===== config.mk =====
export PLATFORM = sky130hd
export DESIGN_NAME = if_id_buffer
export DESIGN_NICKNAME = d
export VERILOG_FILES = /design/src/rtl/pipeline_pkg.sv /design/src/rtl/if_id_buffer.sv
export SDC_FILE = /design/constraint.sdc
export NUM_CORES = 1
export LEC_CHECK = 0
export CORE_UTILIZATION = 52
export CTS_CLUSTER_SIZE = 20
export DETAILED_ROUTE_END_ITERATION = 10
export PLACE_DENSITY = 0.85
export SYNTH_ARGS = -nofsm -noshare
export SYNTH_HDL_FRONTEND = slang
export SYNTH_SLANG_ARGS = --single-unit

===== constraint.sdc =====
create_clock -name clk -period 5.3 [get_ports clk]
set_input_delay 1.06 -clock clk [delete_from_list [all_inputs] [get_ports clk]]
set_output_delay 1.06 -clock clk [all_outputs]
set_load 0.02 [all_outputs]

===== src/rtl/pipeline_pkg.sv =====
// Shared pipeline types and constants.
//   IFID_XLEN : datapath width used by the IF/ID bundle
//   NOP_INSTR : canonical RV32I NOP (addi x0, x0, 0)
//   ifid_t    : PC, PC+4 and instruction word passed from IF to ID
//   IFID_NOP  : bubble bundle presented by the IF/ID buffer when it is empty
package pipeline_pkg;

  localparam int unsigned IFID_XLEN = 32;

  localparam logic [31:0] NOP_INSTR = 32'h00000013;

  typedef struct packed {
    logic [IFID_XLEN-1:0] pc;
    logic [IFID_XLEN-1:0] pc_plus4;
    logic [31:0]          instr;
  } ifid_t;

  localparam ifid_t IFID_NOP = '{pc: '0, pc_plus4: '0, instr: NOP_INSTR};

endpackage


===== src/rtl/if_id_buffer.sv =====
// IF/ID pipeline buffer: 2-entry FIFO with valid/ready handshakes on both
// sides and a flush input that discards every buffered entry.
//
// Ports:
//   clk        : single clock, rising edge
//   reset      : synchronous active-high reset (priority over everything)
//   in_valid   : IF presents in_data
//   in_data    : ifid_t bundle from IF
//   in_ready   : buffer can accept in_data (registered state only)
//   out_valid  : out_data holds a live instruction
//   out_data   : oldest entry, or the NOP bundle when empty
//   out_ready  : ID consumes out_data this cycle
//   flush      : branch/jump redirect, empties the buffer at the next edge
//   stall_cnt  : (IFID_PERF_CNT_EN only) cycles with in_valid & ~in_ready
//   flush_cnt  : (IFID_PERF_CNT_EN only) flush cycles while non-empty
//
// Optional feature macro: IFID_PERF_CNT_EN
module if_id_buffer
  import pipeline_pkg::*;
#(
  parameter int unsigned XLEN = 32
) (
  input  logic        clk,
  input  logic        reset,
  input  logic        in_valid,
  input  ifid_t       in_data,
  output logic        in_ready,
  output logic        out_valid,
  output ifid_t       out_data,
  input  logic        out_ready,
  input  logic        flush
`ifdef IFID_PERF_CNT_EN
 ,output logic [31:0] stall_cnt,
  output logic [31:0] flush_cnt
`endif
);

  // ifid_t field widths come from the package; the parameter must agree.
  if (XLEN != IFID_XLEN) begin : g_xlen_check
    $error("if_id_buffer: XLEN must match pipeline_pkg::IFID_XLEN");
  end

  logic [1:0] count;
  logic       wr_ptr;
  logic       rd_ptr;
  ifid_t      mem [2];
  logic       push;
  logic       pop;

  // in_ready depends only on count, so there is no out_ready -> in_ready path.
  assign in_ready  = (count != 2'd2);
  assign out_valid = (count != 2'd0);
  assign out_data  = out_valid ? mem[rd_ptr] : IFID_NOP;

  assign push = in_valid & in_ready;
  assign pop  = out_valid & out_ready;

  always_ff @(posedge clk) begin
    if (reset || flush) begin
      count  <= '0;
      wr_ptr <= 1'b0;
      rd_ptr <= 1'b0;
    end else begin
      if (push) wr_ptr <= ~wr_ptr;
      if (pop)  rd_ptr <= ~rd_ptr;
      unique case ({push, pop})
        2'b10:   count <= count + 2'd1;
        2'b01:   count <= count - 2'd1;
        default: count <= count;
      endcase
    end
  end

  // Storage is not reset; a write during flush/reset lands in a slot that
  // the cleared count already marks as dead.
  always_ff @(posedge clk) begin
    if (push) mem[wr_ptr] <= in_data;
  end

`ifdef IFID_PERF_CNT_EN
  always_ff @(posedge clk) begin
    if (reset) begin
      stall_cnt <= '0;
      flush_cnt <= '0;
    end else begin
      if (in_valid && !in_ready)      stall_cnt <= stall_cnt + 32'd1;
      if (flush && (count != 2'd0))   flush_cnt <= flush_cnt + 32'd1;
    end
  end
`endif

endmodule


==> results_dict.tcl <==
set metrics [dict create \
    status "completed" \
    synth_fp_nets 534 \
    fmax_mhz 260 \
    critPathCaptureType "output port" \
    cts_setup_buffers 0 \
    p_per_area_nw_per_um2 354 \
    numPortBuffers 198 \
    io_pins 199 \
    grt_pass1_wl_um 22200 \
    die_area_um2 14800 \
    async_reset_ff_share_pct 0 \
    netlist_instances 432 \
    fin_hold_ws_ps 520 \
    n_fill_cell 831 \
    synth-edff-count 192 \
    timing.final.max_slew_violations 0 \
    place.gp.congestion 0.779 \
    ys.warnings.count 0 \
    worstSetupPathType "reg -> out" \
    hold_viol_final 0 \
    yosysMostFrequentCell "edfxtp_1" \
    hold_depth 2 \
    drive_gt1_share_pct 6.48 \
    layout.cells.non_filler 828 \
    post_cts_resized 0 \
    multi_input_area_um2 1450 \
    seq_area_um2 5870 \
    numCtsBuffers 17 \
    via_per_inst 5.14 \
    htree_levels 4 \
    ys_seq_area_share_pct 78.6 \
    cp.depth 4 \
    critPathBufInv 2 \
    ir_drop_mv 0.234 \
    startpoint_type "flop" \
    grt.overflow.total 0 \
    clock_sinks 197 \
    syn_area_um2 7460 \
    cts.clk_slew.worst_paths_ps 60 \
    synth_top_area_share_pct 77.3 \
    grt_max_degree 72 \
    critPathTopFamily "buffers and inverters" \
    synthTopCellsByArea "edfxtp_1, mux2i_1, nor2_1" \
    hold_buffers 0 \
    dr.pass1.iters 4 \
    nets 737 \
    period_share_pct 72.6 \
    setup_ws_ps 1450 \
    drt_iter0_drc 245 \
    tritoncts "done" \
    rsz0062_at_grt "false" \
    grt_pass1_vias 4320 \
    die-width_um 122 \
    clockBufferDepth 2 \
    hold_path.class "reg -> reg" \
    dp.final_hpwl_um 9600 \
    areaGrowthSynthToFinish_pct 37.8 \
    ant_nets 0 \
    synthTopCellsByCount "edfxtp_1, nor2_1, mux2i_1" \
    syn_avg_cell_area_um2 17.3 \
    max_stage_delay_ps 820 \
    wl_per_cell_um 18.0 \
    critPathRequiredTime_ps 4240 \
    die_h_um 122 \
    core_area_um2 13900 \
    setup_tns_ps 0 \
    dpl_worst_slack_ps 1880 \
    skew_ps 9.05 \
    crit_chain "buf_4 -> mux2i_1 -> nand2_1 -> clkdlybuf4s50_1" \
    ys.flop_type "edfxtp_1" \
    cp_max_fo 43 \
    max-cap-violations 0 \
    slowest_stage "dfxtp_4" \
    num_rows 43 \
    num_antenna_cells 0 \
    synth.distinct_cells 21 \
    reg2regPathDepth 4 \
    r2r_setup_slack_ps 2860 \
    synth_top_area_cell "edfxtp_1" \
    crit_arrival_ps 2790 \
    vias 4253 \
    clock_latency_ps 430 \
    remaining_drc_errors 0 \
    tightest_slew_ps 909 \
    grt_usage_pct 20.7 \
    period_needed_ps 3850 \
    setup_viol_count_final 0 \
    routed_wl_um 14900 \
    power_mw 3.64 \
    antenna_found_initial 0 \
    start_util_pct 53.5 \
    ys_ff_latch 197 \
    cts_root_buffer "clkbuf_16" \
    p_leak_nw 3.35 \
    maxSlewHeadroom_pct 39.4 \
    dp_cells 796 \
]
==> kinds of logic (layout without fill, tap and decap cells) <==
| kind of cell | count (synthesis) | after routing | synth area share [%] |
|---|---|---|---|
| AOI/OAI and AO/OA | 5 | 5 | 0.403 |
| xor gates and xnor gates | 3 | 3 | 0.352 |
| adders and majority gates | 1 | 1 | 0.168 |
| buffers and inverters | 24 | 240 | 2.03 |
| DFF | 197 | 197 | 78.6 |
| muxes | 96 | 96 | 12.9 |
| and+or+nand+nor | 106 | 106 | 5.52 |
==> tightest hold or removal path, delay by kind of cell, from the launching register on <==
| kind | cells | cell delay (ps) |
|---|---|---|
| and+or+nand+nor | 1 | 70 |
| xor gates and xnor gates | 1 | 80 |
| DFF | 1 | 330 |
==> metrics by stage <==
stage / utilization [%] / cell area (µm²)
global placement: 68.9 / 9600
CTS: 73.8 / 10300
global route: 73.8 / 10300
floorplan: - / 7460
finish: 73.8 / 10300
detailed placement: 68.9 / 9600
==> layout by cell type (no fill, tap or decap), drive strengths merged <==
cell type,count
nor2,97
nand2,4
or2,1
xor2,2
or3,1
a21bo,1
clkdlybuf4s50,198
nand2b,1
mux2i,96
ha,1
clkbuf,17
clkinv,7
a21oi,2
inv,4
nand3b,1
buf,7
o21ai,2
xnor2,1
and3,1
edfxtp,192
bufinv,7
dfxtp,5
==> power by group <==
group	total [mW]	switching, mW	internal, mW
sequential	1.81	0.0221	1.79
combinational	0.365	0.187	0.178
clock	1.47	0.540	0.929
==> sequential cells by signal, summed over array words and instances, names as in the netlist, named ones only <==
signal  cells
count       2
mem       192
rd_ptr      1
wr_ptr      1
==> worst paths after layout <==
check | start | endpoint
worst max-delay path | flop | out_data[1]
worst min-delay path | rd_ptr | flop
worst max register to register | count[0] | mem[0][46]
worst min register to register | rd_ptr | flop
==> cell type report <==
class	count	share of cell area, %
tap	180	2.19
multi-input combinational	211	14.1
clock inverter	15	2.51
timing repair buffer	205	19.8
clock buffer	17	4.14
inverter	3	0.134
sequential	197	57.1
==> per-layer routing <==
metal  vias to the layer above  GRT usage [%]  routed length, µm
li1                       2009              -                  -
met1                      2062           23.9               5740
met2                       165           35.5               7940
met3                        17           6.51                994
met4                         0           8.64                228
met5                         -              0                  0
No activity file was read; power rests on OpenSTA's default activity.
